===== src/rtl/reg_wb_queue_if.sv =====
// rtl/reg_wb_queue_if.sv - producer, register-file and forwarding signals of the writeback queue
// master drives requests and lookups; slave is the queue itself.
interface reg_wb_queue_if #(
  parameter int DATA_W = 8,
  parameter int ADDR_W = 4,
  parameter int DEPTH  = 4
);
  localparam int CNT_W = $clog2(DEPTH) + 1;

  logic              alu_valid;
  logic [ADDR_W-1:0] alu_dest;
  logic [DATA_W-1:0] alu_data;
  logic              ld_valid;
  logic [ADDR_W-1:0] ld_dest;
  logic [DATA_W-1:0] ld_data;
  logic              stall;
  logic              RegWrite;
  logic [ADDR_W-1:0] destination;
  logic [DATA_W-1:0] write_data;
  logic [ADDR_W-1:0] fwd_a_addr;
  logic              fwd_a_hit;
  logic [DATA_W-1:0] fwd_a_data;
  logic [ADDR_W-1:0] fwd_b_addr;
  logic              fwd_b_hit;
  logic [DATA_W-1:0] fwd_b_data;
  logic [CNT_W-1:0]  count;
  logic              err_sticky;

  modport master (
    output alu_valid, alu_dest, alu_data, ld_valid, ld_dest, ld_data,
    output fwd_a_addr, fwd_b_addr,
    input  stall, RegWrite, destination, write_data,
    input  fwd_a_hit, fwd_a_data, fwd_b_hit, fwd_b_data, count, err_sticky
  );

  modport slave (
    input  alu_valid, alu_dest, alu_data, ld_valid, ld_dest, ld_data,
    input  fwd_a_addr, fwd_b_addr,
    output stall, RegWrite, destination, write_data,
    output fwd_a_hit, fwd_a_data, fwd_b_hit, fwd_b_data, count, err_sticky
  );
endinterface


===== src/rtl/reg_wb_queue.sv =====
// rtl/reg_wb_queue.sv - in-order register writeback FIFO with operand forwarding
// Load and ALU writes are queued (load first) and drained one per cycle into the register file.
module reg_wb_queue #(
  parameter int DATA_W   = 8,
  parameter int ADDR_W   = 4,
  parameter int NUM_REGS = 12,
  parameter int DEPTH    = 4
) (
  input  logic          clk,
  input  logic          rst_n,
  reg_wb_queue_if.slave bus
);
  localparam int PTR_W = $clog2(DEPTH);
  localparam int CNT_W = PTR_W + 1;

  logic [ADDR_W-1:0] mem_dest [DEPTH];
  logic [DATA_W-1:0] mem_data [DEPTH];
  logic [PTR_W-1:0]  rd_ptr;
  logic [PTR_W-1:0]  wr_ptr;
  logic [CNT_W-1:0]  cnt;
  logic              out_valid;
  logic [ADDR_W-1:0] out_dest;
  logic [DATA_W-1:0] out_data;
  logic              err;

  logic              ld_legal;
  logic              alu_legal;
  logic              pop;
  logic              ld_push;
  logic              alu_push;
  logic              drop;
  logic [CNT_W-1:0]  room;
  logic [CNT_W-1:0]  cnt_next;
  logic [PTR_W-1:0]  alu_slot;

  // Room counts the slot freed by this cycle's pop, so full-with-pop still accepts one entry.
  always_comb begin
    ld_legal  = bus.ld_valid  && (int'(bus.ld_dest)  < NUM_REGS);
    alu_legal = bus.alu_valid && (int'(bus.alu_dest) < NUM_REGS);
    pop       = (cnt != '0);
    room      = CNT_W'(DEPTH) - cnt + CNT_W'(pop);
    ld_push   = ld_legal && (room != '0);
    alu_push  = alu_legal && (room > CNT_W'(ld_push));
    drop      = (bus.ld_valid && !ld_push) || (bus.alu_valid && !alu_push);
    alu_slot  = wr_ptr + PTR_W'(ld_push);
    cnt_next  = cnt + CNT_W'(ld_push) + CNT_W'(alu_push) - CNT_W'(pop);
  end

  always_ff @(posedge clk) begin
    if (!rst_n) begin
      rd_ptr    <= '0;
      wr_ptr    <= '0;
      cnt       <= '0;
      out_valid <= 1'b0;
      out_dest  <= '0;
      out_data  <= '0;
      err       <= 1'b0;
    end else begin
      if (ld_push) begin
        mem_dest[wr_ptr] <= bus.ld_dest;
        mem_data[wr_ptr] <= bus.ld_data;
      end
      if (alu_push) begin
        mem_dest[alu_slot] <= bus.alu_dest;
        mem_data[alu_slot] <= bus.alu_data;
      end
      wr_ptr    <= wr_ptr + PTR_W'(ld_push) + PTR_W'(alu_push);
      out_valid <= pop;
      if (pop) begin
        out_dest <= mem_dest[rd_ptr];
        out_data <= mem_data[rd_ptr];
        rd_ptr   <= rd_ptr + PTR_W'(1);
      end
      cnt <= cnt_next;
      if (drop) begin
        err <= 1'b1;
      end
    end
  end

  // Scan oldest to youngest so the last matching source wins.
  always_comb begin
    logic [PTR_W-1:0] idx;
    idx            = '0;
    bus.fwd_a_hit  = 1'b0;
    bus.fwd_a_data = '0;
    bus.fwd_b_hit  = 1'b0;
    bus.fwd_b_data = '0;
    if (out_valid && out_dest == bus.fwd_a_addr) begin
      bus.fwd_a_hit  = 1'b1;
      bus.fwd_a_data = out_data;
    end
    if (out_valid && out_dest == bus.fwd_b_addr) begin
      bus.fwd_b_hit  = 1'b1;
      bus.fwd_b_data = out_data;
    end
    for (int i = 0; i < DEPTH; i++) begin
      idx = rd_ptr + PTR_W'(i);
      if (CNT_W'(i) < cnt && mem_dest[idx] == bus.fwd_a_addr) begin
        bus.fwd_a_hit  = 1'b1;
        bus.fwd_a_data = mem_data[idx];
      end
      if (CNT_W'(i) < cnt && mem_dest[idx] == bus.fwd_b_addr) begin
        bus.fwd_b_hit  = 1'b1;
        bus.fwd_b_data = mem_data[idx];
      end
    end
  end

  assign bus.stall       = (cnt >= CNT_W'(DEPTH - 1));
  assign bus.count       = cnt;
  assign bus.RegWrite    = out_valid;
  assign bus.destination = out_dest;
  assign bus.write_data  = out_data;
  assign bus.err_sticky  = err;
endmodule


===== src/flat_wrapper.sv =====
// flat-port wrapper written by rule: the top's interface ports become plain ports
module reg_wb_queue_flat 
#(
  parameter int DATA_W   = 8,
  parameter int ADDR_W   = 4,
  parameter int NUM_REGS = 12,
  parameter int DEPTH    = 4
)
  (clk, rst_n, bus_alu_valid, bus_alu_dest, bus_alu_data, bus_ld_valid, bus_ld_dest, bus_ld_data, bus_fwd_a_addr, bus_fwd_b_addr, bus_stall, bus_RegWrite, bus_destination, bus_write_data, bus_fwd_a_hit, bus_fwd_a_data, bus_fwd_b_hit, bus_fwd_b_data, bus_count, bus_err_sticky);
  reg_wb_queue_if #(.DATA_W(DATA_W), .ADDR_W(ADDR_W), .DEPTH(DEPTH)) bus_i ();
  input  logic clk;
  input  logic rst_n;
  input wire logic [$bits(bus_i.alu_valid)-1:0] bus_alu_valid;
  input wire logic [$bits(bus_i.alu_dest)-1:0] bus_alu_dest;
  input wire logic [$bits(bus_i.alu_data)-1:0] bus_alu_data;
  input wire logic [$bits(bus_i.ld_valid)-1:0] bus_ld_valid;
  input wire logic [$bits(bus_i.ld_dest)-1:0] bus_ld_dest;
  input wire logic [$bits(bus_i.ld_data)-1:0] bus_ld_data;
  input wire logic [$bits(bus_i.fwd_a_addr)-1:0] bus_fwd_a_addr;
  input wire logic [$bits(bus_i.fwd_b_addr)-1:0] bus_fwd_b_addr;
  output wire logic [$bits(bus_i.stall)-1:0] bus_stall;
  output wire logic [$bits(bus_i.RegWrite)-1:0] bus_RegWrite;
  output wire logic [$bits(bus_i.destination)-1:0] bus_destination;
  output wire logic [$bits(bus_i.write_data)-1:0] bus_write_data;
  output wire logic [$bits(bus_i.fwd_a_hit)-1:0] bus_fwd_a_hit;
  output wire logic [$bits(bus_i.fwd_a_data)-1:0] bus_fwd_a_data;
  output wire logic [$bits(bus_i.fwd_b_hit)-1:0] bus_fwd_b_hit;
  output wire logic [$bits(bus_i.fwd_b_data)-1:0] bus_fwd_b_data;
  output wire logic [$bits(bus_i.count)-1:0] bus_count;
  output wire logic [$bits(bus_i.err_sticky)-1:0] bus_err_sticky;
  assign bus_i.alu_valid = bus_alu_valid;
  assign bus_i.alu_dest = bus_alu_dest;
  assign bus_i.alu_data = bus_alu_data;
  assign bus_i.ld_valid = bus_ld_valid;
  assign bus_i.ld_dest = bus_ld_dest;
  assign bus_i.ld_data = bus_ld_data;
  assign bus_i.fwd_a_addr = bus_fwd_a_addr;
  assign bus_i.fwd_b_addr = bus_fwd_b_addr;
  assign bus_stall = bus_i.stall;
  assign bus_RegWrite = bus_i.RegWrite;
  assign bus_destination = bus_i.destination;
  assign bus_write_data = bus_i.write_data;
  assign bus_fwd_a_hit = bus_i.fwd_a_hit;
  assign bus_fwd_a_data = bus_i.fwd_a_data;
  assign bus_fwd_b_hit = bus_i.fwd_b_hit;
  assign bus_fwd_b_data = bus_i.fwd_b_data;
  assign bus_count = bus_i.count;
  assign bus_err_sticky = bus_i.err_sticky;
  reg_wb_queue #(.DATA_W(DATA_W), .ADDR_W(ADDR_W), .NUM_REGS(NUM_REGS), .DEPTH(DEPTH)) u_core (.clk(clk), .rst_n(rst_n), .bus(bus_i));
endmodule

===== config.mk =====
export PLATFORM = sky130hd
export DESIGN_NAME = reg_wb_queue_flat
export DESIGN_NICKNAME = d
export VERILOG_FILES = /design/src/rtl/reg_wb_queue_if.sv /design/src/rtl/reg_wb_queue.sv /design/src/flat_wrapper.sv
export SDC_FILE = /design/constraint.sdc
export NUM_CORES = 1
export LEC_CHECK = 0
export CORE_AREA = 2 2 108 110
export DETAILED_ROUTE_END_ITERATION = 6
export DIE_AREA = 0 0 110 112
export PLACE_DENSITY_LB_ADDON = 0.2
export SYNTH_ARGS = -nofsm -noshare
export SYNTH_HDL_FRONTEND = slang
export SYNTH_SLANG_ARGS = --single-unit

===== constraint.sdc =====
create_clock -name clk -period 3.11 [get_ports clk]
set_input_delay 0.622 -clock clk [delete_from_list [all_inputs] [get_ports clk]]
set_output_delay 0.622 -clock clk [all_outputs]
set_load 0.03 [all_outputs]

==> results of run 1 <==
## worst register-to-register path, delay by kind of cell (launching register included)
kind	cells	cell delay, ns
simple gates	3	0.31
compound gates	2	0.44
xor+xnor	1	0.19
buf+inv	3	0.27
fa+ha+maj	4	1.27
flops	1	0.37
## layout by cell type, fill, tap and decap left out, types with 6 or more instances in the layout
cell type,netlist,final
buf_6,7,8
and2_1,7,7
clkbuf_16,0,10
a22oi_1,16,9
a22oi_2,0,7
xor2_1,12,10
inv_1,8,6
dfxtp_1,23,18
a221oi_2,8,7
o21ai_1,10,10
o21ai_0,10,7
nand3_1,15,14
nand2_1,40,39
xnor2_1,30,25
mux2_1,7,7
xnor2_2,2,7
buf_12,0,10
o31ai_2,0,7
clkdlybuf4s50_1,0,53
mux4_2,42,44
mux2_2,41,41
a21oi_2,1,7
ha_1,6,6
buf_4,1,62
edfxtp_1,48,48
a21boi_0,12,12
## routing by layer
layer | global-route usage [%] | share of wire [%] | wire length, µm | up-vias
met5 | 0 | 0 | 0 | -
met2 | 39.0 | 49 | 7130 | 146
met3 | 3.92 | 5.1 | 737 | 15
li1 | - | - | - | 2008
met4 | 7.26 | 1.2 | 178 | 0
met1 | 34.3 | 45 | 6490 | 2171
## stage by stage
step / utilization, % / setup WS [ns] / instance area, µm² / setup TNS (ns)
floorplan: - / -0.0665 / 5590 / -0.133
global placement: 59.5 / -0.106 / 6650 / -1.44
detailed placement: 59.5 / -0.115 / 6650 / -1.79
CTS: 64.8 / -0.195 / 7240 / -2.23
global route: 67.1 / -0.280 / 7500 / -3.81
finish: 67.1 / -0.253 / 7500 / -2.39
## layout make-up
class	count	area (µm²)	area share, %
Sequential cell	71	1920	25.6
Tap cell	143	179	2.39
Clock buffer	9	225	3.00
Clock inverter	7	71.3	0.951
Multi-Input combinational cell	343	3730	49.7
Timing Repair Buffer	136	1340	17.9
Inverter	8	33.8	0.451
## worst max-delay path by stage
stage / startpoint / to / cells after the start
after floorplan: flop / bus_fwd_a_data[4] / 7
after global placement: bus_fwd_a_addr[2] / bus_fwd_a_data[0] / 9
after detailed placement: bus_fwd_a_addr[2] / bus_fwd_a_data[6] / 9
after CTS: u_core.rd_ptr[0]$_SDFFE_PN0P_ / bus_fwd_a_data[5] / 10
after global routing: u_core.rd_ptr[1]$_SDFFE_PN0P_ / bus_fwd_a_data[4] / 9
final: u_core.rd_ptr[1]$_SDFFE_PN0P_ / bus_fwd_a_data[0] / 9
## timing repair
item | 4_1_cts | 5_1_grt
gates cloned | 2 | 0
gates resized for setup | 40 | 40
setup buffers | 14 | 9
hold endpoints to repair | 0 | 0
setup endpoints to repair | 18 | 39
hold buffers | 0 | 0
pin swaps | 28 | 17
## sequential cells by signal, indices dropped and copies added (netlist names), named ones only
signal and flops:
u_core.bus.RegWrite 1, u_core.bus.count 3, u_core.bus.destination 4, u_core.bus.err_sticky 1, u_core.bus.write_data 8, u_core.mem_data 32
u_core.mem_dest 16, u_core.rd_ptr 2, u_core.wr_ptr 2
## cells in the mapped netlist, types with 2 or more instances
library cell,number
a311oi_1,8
a21oi_1,10
mux4_1,6
o21ai_1,10
ha_1,6
and3b_1,2
xnor2_1,30
mux2_1,7
clkbuf_1,15
a21boi_0,12
nor3b_2,2
o21ai_0,10
edfxtp_1,48
mux2_2,41
xnor2_2,2
a21o_1,2
nor3_1,6
and4_1,3
nor2b_1,11
buf_6,7
nand2b_1,2
nand3_1,15
fa_1,2
inv_1,8
buf_2,10
o31ai_1,7
mux4_2,42
buf_1,3
dfxtp_1,23
nor2_1,6
a221oi_2,8
mux2i_1,2
xor2_1,12
a22oi_1,16
and2_1,7
nand4_1,2
nand2_1,40
## kinds of logic (layout without fill, tap and decap cells)
kind of cell	Yosys count	count (layout)	share of synthesized area, %
AND/OR/NAND/NOR	101	101	9.79
buffers and inverters	44	160	4.22
adder cells (fa/ha/maj)	8	8	2.08
AO/OA/AOI/OAI	90	91	12.3
other	1	1	0.0676
XOR/XNOR	44	44	7.22
multiplexers	98	98	30.0
flip-flops	71	71	34.3
## report_power, final
part	switching [mW]	internal, mW
Combinational	2.27	2.11
Clock	0.433	0.623
Sequential	0.275	1.29
==> results.txt, run 1 <==
Entering global routing, the biggest net connects 27 pins. The worst register-to-register path begins at u_core.bus.count[1]$_SDFF_PN0_. The biggest area consumer among synthesized cells is edfxtp_1. The leakage power total is 2.65 nW. The normalized max-slew margin is 50.6%. For this run, the leading register cell type out of synthesis is edfxtp_1. Measured along the y axis, the die boundary spans about 110 µm.

Across all setup checks in the final design, the least slack found is -0.253 ns. The power per cell area is roughly 930 nW/µm². The area growth from synthesis to layout came out at 35.2%. The maximum ir drop on the vdd rail came out at 0.564 mV. Among cell families on the critical path, the largest total delay comes from buffers and inverters. The number of global-route vias before repair is between 4,000 and 5,000. Derived from the worst setup path, the maximum achievable clock frequency is between 200 and 300 MHz. Walking the worst path, the cells encountered are buf_6 -> mux4_2 -> xor2_2 -> nor4_4 -> clkbuf_16 -> buf_12 -> a221oi_2 -> o31ai_2 -> buf_4. The number of instances in the synthesized netlist is 457. The setup-violating endpoint count in the final report is 17. The filler cell count in the final layout is 840. For the final database, setup skew stands at ~0.0075 ns. The share of flip-flops with an asynchronous set or reset came out at 0%.

The width of the die came out at 110 µm. Dividing the detail-routed wire length by the instance count gives 20.3 µm. STA classifies the critical path startpoint as a flop. The synthesized area is 5550 µm².

The top fanout value on the critical path is 8. The overall routing resource usage is about 24%. The endpoint identified for the worst register-to-register timing path is u_core.bus.count[1]$_SDFF_PN0_.

The antenna violation net count after detailed routing is 0. On the worst path, the slowest cell contributes a delay of between 0.5 and 0.6 ns. The fraction of final layout cells sized beyond drive strength 1 is a little under half.

The class of the most critical setup path is reg2out. The clock-pin slew of the registers on the worst-case setup and hold paths is around 0.060 ns. The via count came out at 4,340. The share of synthesized area in the top cell type comes to around 26%. For this run, the detailed router's first-pass iteration total came to 4. The cell row count is 39. The library cell contributing the largest single delay on the critical path is mux4_2.

The count of unique library cells instantiated by Yosys is just over 50. The worst hold path terminates at u_core.bus.destination[1]$_SDFFE_PN0P_. The worst min-delay path startpoint is u_core.bus.destination[1]$_SDFFE_PN0P_. The endpoint type of the worst setup path is an output port.

Together, buffers and inverters on the worst path number 4. The max-capacitance violation count came out at 0. The die area is ~12,000 µm². The via density per instance came out at approximately 6. The number of remaining DRC errors came out at 0. The slew at the pin with the worst max-slew slack is ~0.74 ns. The clock network latency to the later pin of the worst-skew pair came out at about 0.34 ns.

The design draws 6.99 mW. The slack of the worst reg-to-reg path is between 0.15 and 0.2 ns. Once layout is complete, the cells apart from fillers number just over 700.

The CTS buffer count came out at 9. The synthesized design contains 71 register bits. Setup repair after global routing could not meet its margin everywhere. Sorting the synthesized cells by area gives the leading types as edfxtp_1 (26%), mux4_2 (17%), mux2_2 (8.3%).

The cell count after placement came out at roughly 680. The flow ran to the end, but the final reports show violations. The number of top-level design ports came out at between 70 and 80. Summing the sequential cell areas from Yosys gives between 30% and 40% of the chip area.

The count of port buffers added during placement is 71. The total overflow reported by the global router is 0. The worst hold path belongs to the class reg2reg. The final-stage net count is ~610. The yosys synthesis warning count came out at 0. The length in cells of the worst reg-to-reg path came out at 13. The final antenna diode count came out at 0. The total nets after synthesis came out at between 500 and 600. The detailed placer's ending HPWL came out at about 10,000 µm. The worst hold-check slack is 0.518 ns. The count of flip-flops with a built-in enable after synthesis is between 40 and 50. For the worst setup path, the data arrival time is between 2 and 3 ns. The global placement routability congestion is 0.840. The cell depth of the worst min-delay path is 2. The count of endpoints failing hold in the final timing report is 0. The final cycle utilization of the critical path is 108%.

The number of buffers between clock root and the deepest sink is 2. The iteration-0 DRC count of the detailed router came out at roughly 340. The tree is rooted in a clkbuf_16. The total core area is ~11,000 µm². The required time at the worst-slack endpoint is between 2 and 2.5 ns. The final reports fail on negative setup slack. The initial utilization of the core area, before any placement, comes to 49.6%. The routed design could run at a clock period as short as about 3.4 ns. The count of pins over their slew limit was 0.

The first-pass GRT wire length is 22,700 µm. The total wire length came out at about 15,000 µm. The clock net in this run drives a total of just over 70 sinks. TritonCTS built the clock tree.

CTS built an H-tree with a depth of 3. After synthesis, the mean cell area works out to between 10 and 15 µm². The number of antenna violations at the first check in global routing came out at 0.
Power figures use the tool's default switching activity.
==> inputs of run 2 (changes only) <==
--- a/config.mk
+++ b/config.mk
@@ -5,9 +5,10 @@
 export SDC_FILE = /design/constraint.sdc
 export NUM_CORES = 1
 export LEC_CHECK = 0
-export CORE_AREA = 2 2 108 110
+export ABC_AREA = 1
+export CORE_AREA = 2 2 114 116
 export DETAILED_ROUTE_END_ITERATION = 6
-export DIE_AREA = 0 0 110 112
+export DIE_AREA = 0 0 116 118
 export PLACE_DENSITY_LB_ADDON = 0.2
 export SYNTH_ARGS = -nofsm -noshare
 export SYNTH_HDL_FRONTEND = slang
==> run 2 against run 1 <==
Core utilization is 4.4 points lower; clock-buffer cell count is 3 higher; register-to-register slack better by 0.08 ns; the run now ends clean; global-route usage is 2.6 points higher; sequential cell count stayed put; design area is 3.8% higher; fmax is 11% higher; power is 12% higher; largest power group unchanged; non-clock buffer count is 8 lower; sequential power hardly changed; final cell count is 72% higher; routed wire length is 28% higher.
==> results.txt, run 2 <==
The final cycle utilization of the critical path came out at a little over nine tenths. The root buffer cell chosen for the clock tree is clkbuf_16. STA classifies the critical path startpoint as an input pin. Counting flops with a built-in enable in the synthesized netlist gives 48. The die area came out at approximately 14,000 µm².

The area growth from synthesis to layout is 27.2%. The max-capacitance violation count is 0. Routability-driven placement finished with a final weighted congestion of about 1.0.

The total nets after synthesis came out at between 900 and 1,000. The die extent in y is 118 µm. The leakage power total came out at roughly 3.7 nW. The filler-free cell count of the finished design came out at roughly 1,200.

The cell depth of the worst min-delay path is 2. The slack of the worst reg-to-reg path is 0.24 ns. Derived from the worst setup path, the maximum achievable clock frequency is 331 MHz. Ranked by instance count, the synthesized netlist is headed by nand2_1 (335), o21ai_0 (88), inv_1 (87), nor2_1 (65), nand3_1 (59). The final antenna diode count came out at 0.

The worst setup path is of the in2out kind. The mean post-synth cell area came out at 6.46 µm². The cell row count is 41.

The register with the most flip-flops in the layout has 32 of them. The path with the worst hold slack has its endpoint at u_core.bus.err_sticky$_SDFFE_PN0P_. The critical path contains buffers and inverters numbering 4 combined. The count of unique library cells instantiated by Yosys came out at 42.

The critical path's largest stage delay is slightly below 0.5 ns. STA puts the critical path data arrival time at 2.40 ns. In this run, placement finished with an instance count of about 1,200.

Dividing the detail-routed via count by the number of cells gives 5.32. The normalized max-slew margin is 54.4%. The share of flip-flops with an asynchronous set or reset came out at 0%. The share of Yosys cell area claimed by the top area cell type is between 20% and 30%. The iteration-0 DRC count of the detailed router came out at roughly 750. The clock network latency to the later pin of the worst-skew pair is about 0.34 ns. The worst setup path is captured at an output port. In the layout the commonest cells are nand2_1 (332), o21ai_0 (82), inv_1 (79). The total wire length came out at 18,600 µm. The final-stage net count is between 1,000 and 1,500. TritonCTS built the clock tree. The worst hold-check path type is reg2reg.

The number of top-level design ports came out at 72. VDD sags by at most between 0.3 and 0.4 mV. The post-layout minimum cycle time came out at about 3 ns. The via count came out at ~6,500. Among all flip-flop cells after synthesis, the most frequent one is edfxtp_1. The total overflow reported by the global router came out at 0. The number of global-route vias before repair came out at around 5,600. In this run the critical register-to-register path is launched from u_core.bus.count[1]$_SDFF_PN0_. The length in cells of the worst reg-to-reg path came out at 17.

The largest individual stage delay along the critical path comes from the cell clkdlybuf4s50_1. The synthesized area came out at about 6000 µm². Yosys instantiated no cell more often than nand2_1. In this run the critical register-to-register path is captured at u_core.bus.count[1]$_SDFF_PN0_.

The critical path's top delay family is buffers and inverters. Counting flops per register, the top entry is u_core.mem_data. Entering global routing, the biggest net connects 33 pins. The fraction of final layout cells sized beyond drive strength 1 came out at about 16%. The number of remaining DRC errors is 0. The detailed placer's ending HPWL came out at roughly 14,000 µm. The CTS buffer count came out at 9.

The count of TritonRoute iterations in the first routing pass is 6. After synthesis the netlist holds a flip-flop and latch count of approximately 70. The yosys synthesis warning count is 0.

In this run the worst path has a maximum fanout of 5. The number of buffers between clock root and the deepest sink is 2. The number of sinks driven by the clock tree came out at between 70 and 80. Between clock sinks in the finished design, the worst skew comes to 0.00494 ns. The worst min-delay path startpoint is u_core.bus.err_sticky$_SDFFE_PN0P_. Yosys attributes the largest share of cell area to edfxtp_1 (24%), nand2_1 (21%), dfxtp_1 (7.5%). The run finished with clean final reports. The width of the die is 116 µm.

The number of antenna violations at the first check in global routing came out at 0. The count of pins over their slew limit is 0. The initial core utilization came out at between 40% and 50%. The count of nets left with antenna violations once routing finished came out at 0. The slew at the pin with the worst max-slew slack is between 0.6 and 0.7 ns. The power per cell area is 1000 nW/µm².

The overall routing resource usage is between 20% and 30%. The H-tree was split into 3 levels. Leaving out fill and tap cells, the most frequent cell in the layout is nand2_1. The count of port buffers added during placement is 71. By instance count, the cell type seen most on the critical path is nand2_1. The total core area is about 12,000 µm². The filler cell count in the final layout is 1,132.

For this design, the CTS-stage hold fixing added 0 buffers. The required time at the worst-slack endpoint came out at ~2.5 ns. The portion of the post-synthesis area used by sequential elements came out at a little under a third. For this run, the share of the core covered by cells in the final layout is between 60 and 70%. The largest total area in the synthesized netlist belongs to edfxtp_1. The first global-routing pass estimated 29,300 µm of wire.

The clock-pin slew of the registers on the worst-case setup and hold paths is ~0.060 ns. The average wire per cell in the routed design is 15.1 µm. The total negative setup slack is 0 ns. The signal on the critical path passes through clkdlybuf4s50_1 -> inv_2 -> nand2_1 -> nand2_1 -> nor3_1 -> nand2_2 -> clkinvlp_2 -> nand2_1 -> nand2_1 -> nand3_1 -> nand2_1 -> nand2_1 -> nand2_1 -> buf_4. The count of endpoints failing hold in the final timing report was 0.

The setup-violating endpoint count in the final report came out at 0. The number of instances in the synthesized netlist came out at 947.
-- run 2: cell type report --
class	count	area [µm²]	share of cell area, %
Multi-Input combinational cell	746	3810	49.0
Sequential cell	71	1910	24.6
Timing Repair Buffer	128	1170	15.1
Inverter	96	375	4.82
Clock buffer	12	236	3.04
Tap cell	172	215	2.77
Clock inverter	4	46.3	0.595
Timing Repair inverter	1	5.00	0.0643
-- run 2: timing repair --
action	4_1_cts	5_1_grt
buffers inserted	1	7
gates cloned	0	4
gates resized for setup	4	49
pin swaps	1	8
endpoints found under the setup margin	18	24
-- run 2: per-stage QoR --
step	setup WS (ns)	cell area, µm²	hold slack (ns)	power [mW]
final	0.0879	7780	0.475	7.80
after floorplan	0.0741	6130	0.614	4.85
after CTS	0.0357	7510	0.482	7.35
after global placement	-0.0603	7200	0.463	6.22
after global routing	-0.0338	7780	0.554	8.41
after detailed placement	-0.115	7200	0.467	6.30
-- run 2: per-layer routing --
metal / track usage (%) / vias up / wire, µm
li1: - / 3326 / -
met1: 41.5 / 2840 / 8520
met2: 39.9 / 340 / 8050
met3: 2.73 / 37 / 1480
met4: 7.81 / 0 / 514
met5: 0 / - / 0
-- run 2: worst max-delay path by stage --
stage,cells past startpoint,start,end,slack [ns]
floorplan,16,u_core.bus.count[1]$_SDFF_PN0_,u_core.mem_data[0][0]$_DFFE_PP_,0.07
detailed placement,13,bus_ld_dest[2],u_core.bus.count[1]$_SDFF_PN0_,-0.12
finish,14,bus_fwd_a_addr[0],bus_fwd_a_data[6],0.09
CTS,14,u_core.rd_ptr[0]$_SDFFE_PN0P_,bus_fwd_b_data[4],0.04
global placement,13,bus_ld_dest[2],u_core.bus.count[1]$_SDFF_PN0_,-0.06
global route,15,u_core.rd_ptr[0]$_SDFFE_PN0P_,bus_fwd_b_data[2],-0.03
-- run 2: worst min-delay path: cells and delay by family, from the launching register on --
kind / cells / cell delay, ns
buffers and inverters: 1 / 0.05
AO/OA/AOI/OAI: 1 / 0.08
flip-flops: 1 / 0.32
-- run 2: power by group --
part / internal, mW / total (mW) / switching, mW
combinational: 1.82 / 5.27 / 3.45
sequential: 1.28 / 1.53 / 0.245
clock: 0.618 / 1.01 / 0.390
-- run 2: logic make-up after synthesis --
kind of cell	synth area share, %
other cells	0.0613
flops	31.1
fa+ha+maj	1.88
simple gates	37.9
xor+xnor	2.37
compound gates	17.4
buf+inv	9.28
==> inputs of run 3 (changes only) <==
--- a/config.mk
+++ b/config.mk
@@ -5,10 +5,9 @@
 export SDC_FILE = /design/constraint.sdc
 export NUM_CORES = 1
 export LEC_CHECK = 0
-export ABC_AREA = 1
-export CORE_AREA = 2 2 114 116
+export CORE_AREA = 2 2 109 111
 export DETAILED_ROUTE_END_ITERATION = 6
-export DIE_AREA = 0 0 116 118
+export DIE_AREA = 0 0 111 113
 export PLACE_DENSITY_LB_ADDON = 0.2
 export SYNTH_ARGS = -nofsm -noshare
 export SYNTH_HDL_FRONTEND = slang
==> constraint.sdc (replaced) <==
create_clock -name clk -period 3 [get_ports clk]
set_input_delay 0.6 -clock clk [delete_from_list [all_inputs] [get_ports clk]]
set_output_delay 0.6 -clock clk [all_outputs]
set_load 0.03 [all_outputs]
==> run 3 against run 2 <==
The flow now finishes with violations (negative setup slack); register-to-register slack worse by 0.11 ns; design area down 3.0%; routed wire length is 22% lower; largest power group unchanged; worst setup slack lost 0.32 ns; final cell count down 42%; core utilization increased by 4.3 points; sequential share of layout area rose by 0.81 points; critical path type is now reg2out; global-route usage decreased by 3.3 points; highest routed layer unchanged; sequential cell count unchanged.
==> results.txt, run 3 (same netlist as run 1, synthesis figures left out) <==
The flow ran to the end, but the final reports show violations. The checks that failed: negative setup slack. Across the run, the number of max-cap violations was 0.

The clock network latency to the later pin of the worst-skew pair is between 0.3 and 0.4 ns. The TritonCTS clock tree is done. The number of clock buffers added by TritonCTS is 9. The detailed placer's ending HPWL came out at between 10,000 and 15,000 µm. The switching share of total power is a little over two fifths. The launch instance of the worst register-to-register path is u_core.bus.count[1]$_SDFF_PN0_. The number of antenna violations at the first check in global routing came out at 0. The worst register-to-register path ends at u_core.bus.count[2]$_SDFF_PN0_. The first global-routing pass estimated between 20,000 and 25,000 µm of wire.

The leakage power total came out at roughly 2.6 nW. The antenna violation net count after detailed routing is 0. The count of endpoints failing hold in the final timing report came out at 0. The die is approximately 110 µm tall. The hold-critical path endpoint is u_core.bus.err_sticky$_SDFFE_PN0P_. The post-route core utilization came out at about 67%. The part of the total power dissipated in combinational logic is a little over three fifths. The setup-violating endpoint count in the final report is 17. The slack of the worst reg-to-reg path is around 0.13 ns.

The final antenna diode count is 0. For this block, the initial DRC count from the detailed router was slightly above 300. The area growth from synthesis to layout is 36.1%. The die area came out at approximately 13,000 µm². Input and output buffers added on the ports amount to roughly 70. The die is ~110 µm wide. Static timing analysis puts the maximum clock frequency at ~310 MHz. In this run the clock root is driven by a clkbuf_16. The top fanout value on the critical path is 12. The startpoint identified for the worst hold timing path is u_core.bus.err_sticky$_SDFFE_PN0P_. The cts-stage hold buffer count is 0. Pin placement for this block handled 72 I/O pins. For the worst setup path, the data required time is between 2 and 2.5 ns. At the end of routability-driven placement, the weighted congestion stood at around 0.9.

The length in cells of the worst reg-to-reg path is 14. The clock arrives with roughly 0.007 ns of skew. The count of TritonRoute iterations in the first routing pass came out at 5. IR analysis of the VDD net gives a maximum drop of between 0.5 and 0.6 mV. The number of global-route vias before repair came out at ~4,300. The final-stage net count came out at approximately 600. The switching power came out at approximately 3.1 mW. CTS built an H-tree with a depth of 3. The internal power contribution is about 4.2 mW. In the layout the commonest cells are buf_4 (60), clkdlybuf4s50_1 (53), edfxtp_1 (48). The number of buffers between clock root and the deepest sink came out at 2. The overall routing resource usage is 23.7%.

For this block, the routed nets add up to ~14,000 µm of wire. The cell row count is 39. The overall power is around 7.3 mW. Leaving out fill and tap cells, the most frequent cell in the layout is buf_4. The via count is about 4,400. The count of pins over their slew limit came out at 0. The minimum setup slack in the final design is -0.230 ns. The proportion of power drawn by flip-flops and latches came out at 22.2%.

The final cycle utilization of the critical path is 108%. The worst setup path is captured at an output port. The worst setup path is of the reg2out kind. Setup repair after global routing could not meet its margin everywhere. The largest net degree at the start of global routing is 27. The register with the most flip-flops in the layout has 32 of them.

The register with the most flip-flops is u_core.mem_data. The power per cell area is between 900 and 1000 nW/µm². The data arrival time of the critical path came out at 2.63 ns. After detailed routing, the number of vias per cell comes to 6.11.

Dividing the detail-routed wire length by the instance count gives about 20 µm. The post-layout minimum cycle time came out at 3.23 ns. STA classifies the critical path startpoint as a flop.

The cell depth of the worst min-delay path is 2. The total core area came out at around 11,000 µm². The total overflow reported by the global router came out at 0. Clock-pin slew was measured on the worst setup and hold paths at about 0.06 ns. The path class of the tightest hold or removal check is reg2reg. The worst-case setup slack after placement is -0.222 ns. The number of remaining DRC errors came out at 0.

The fraction of final layout cells sized beyond drive strength 1 is a little under half. In this run, the clock network consumes between 10% and 20% of the power. Counting every sink on the clock net gives 71.

The initial core utilization is 49.2%.
[run 3: cell types whose count changed in the layout (fill, tap and decap cells not counted), moves of 44 or more]
| cell | change |
|---|---|
| inv_1 | -74 |
| mux4_2 | +44 |
| nand2_1 | -293 |
| nand3_1 | -46 |
| nor2_1 | -54 |
| o21ai_0 | -73 |
[run 3: layout make-up]
cell class	instances	area [µm²]
multi-input cells	343	3770
fillers	818	3720
flip-flops and latches	71	1920
repair buffers	136	1350
clock buffers	10	229
well taps	143	179
clock inverters	6	70.1
inverters	8	33.8
[run 3: how the worst max path moves through the flow]
stage | cells past startpoint | to | startpoint | slack (ns)
after detailed placement | 12 | u_core.bus.count[1]$_SDFF_PN0_ | bus_ld_dest[2] | -0.22
final | 9 | bus_fwd_a_data[0] | u_core.rd_ptr[1]$_SDFFE_PN0P_ | -0.23
after floorplan | 7 | bus_fwd_a_data[4] | flop | -0.15
after CTS | 8 | bus_fwd_a_data[1] | flop | -0.23
after global routing | 8 | bus_fwd_a_data[7] | flop | -0.35
after global placement | 9 | bus_fwd_a_data[4] | bus_fwd_a_addr[2] | -0.23
[run 3: worst max-delay path, stage by stage (launching register included)]
cell,delay (ns)
dfxtp_2,0.35
buf_12,0.13
mux4_2,0.56
xnor2_1,0.18
nand2_1,0.10
nor4_4,0.20
buf_12,0.21
a221oi_4,0.05
o31ai_2,0.27
buf_4,0.22
[run 3: repair_timing]
| item | 4_1_cts | 5_1_grt |
|---|---|---|
| gates resized for setup | 41 | 33 |
| endpoints found under the setup margin | 18 | 90 |
| pin swaps | 19 | 18 |
| cloned | 1 | 1 |
| setup buffers | 7 | 9 |
| endpoints found under the hold margin | 0 | 0 |
[run 3: routing by layer]
layer  up-vias  global-route usage (%)  wire (µm)
met2       141                    37.1       6860
met4         0                    7.92        250
li1       2012                       -          -
met3        17                    3.59        760
met5         -                       0          0
met1      2209                    34.1       6630
[run 3: per-stage QoR]
| step | cells | TNS [ns] | hold slack, ns | area (µm²) |
|---|---|---|---|---|
| after detailed placement | 684 | -8.69 | 0.504 | 6730 |
| after global routing | 717 | -4.79 | 0.559 | 7550 |
| after floorplan | 457 | -0.309 | 0.611 | 5600 |
| final | 717 | -3.16 | 0.516 | 7550 |
| after global placement | 684 | -3.40 | 0.484 | 6730 |
| after CTS | 707 | -3.36 | 0.523 | 7310 |
[run 3: power groups by stage]
stage	Combinational (mW)	Sequential [mW]	Clock [mW]
after floorplan	2.69	1.70	0
after global placement	3.96	1.60	0
after detailed placement	4.01	1.62	0
after CTS	4.30	1.61	1.11
after global routing	4.88	1.66	1.15
final	4.58	1.62	1.10
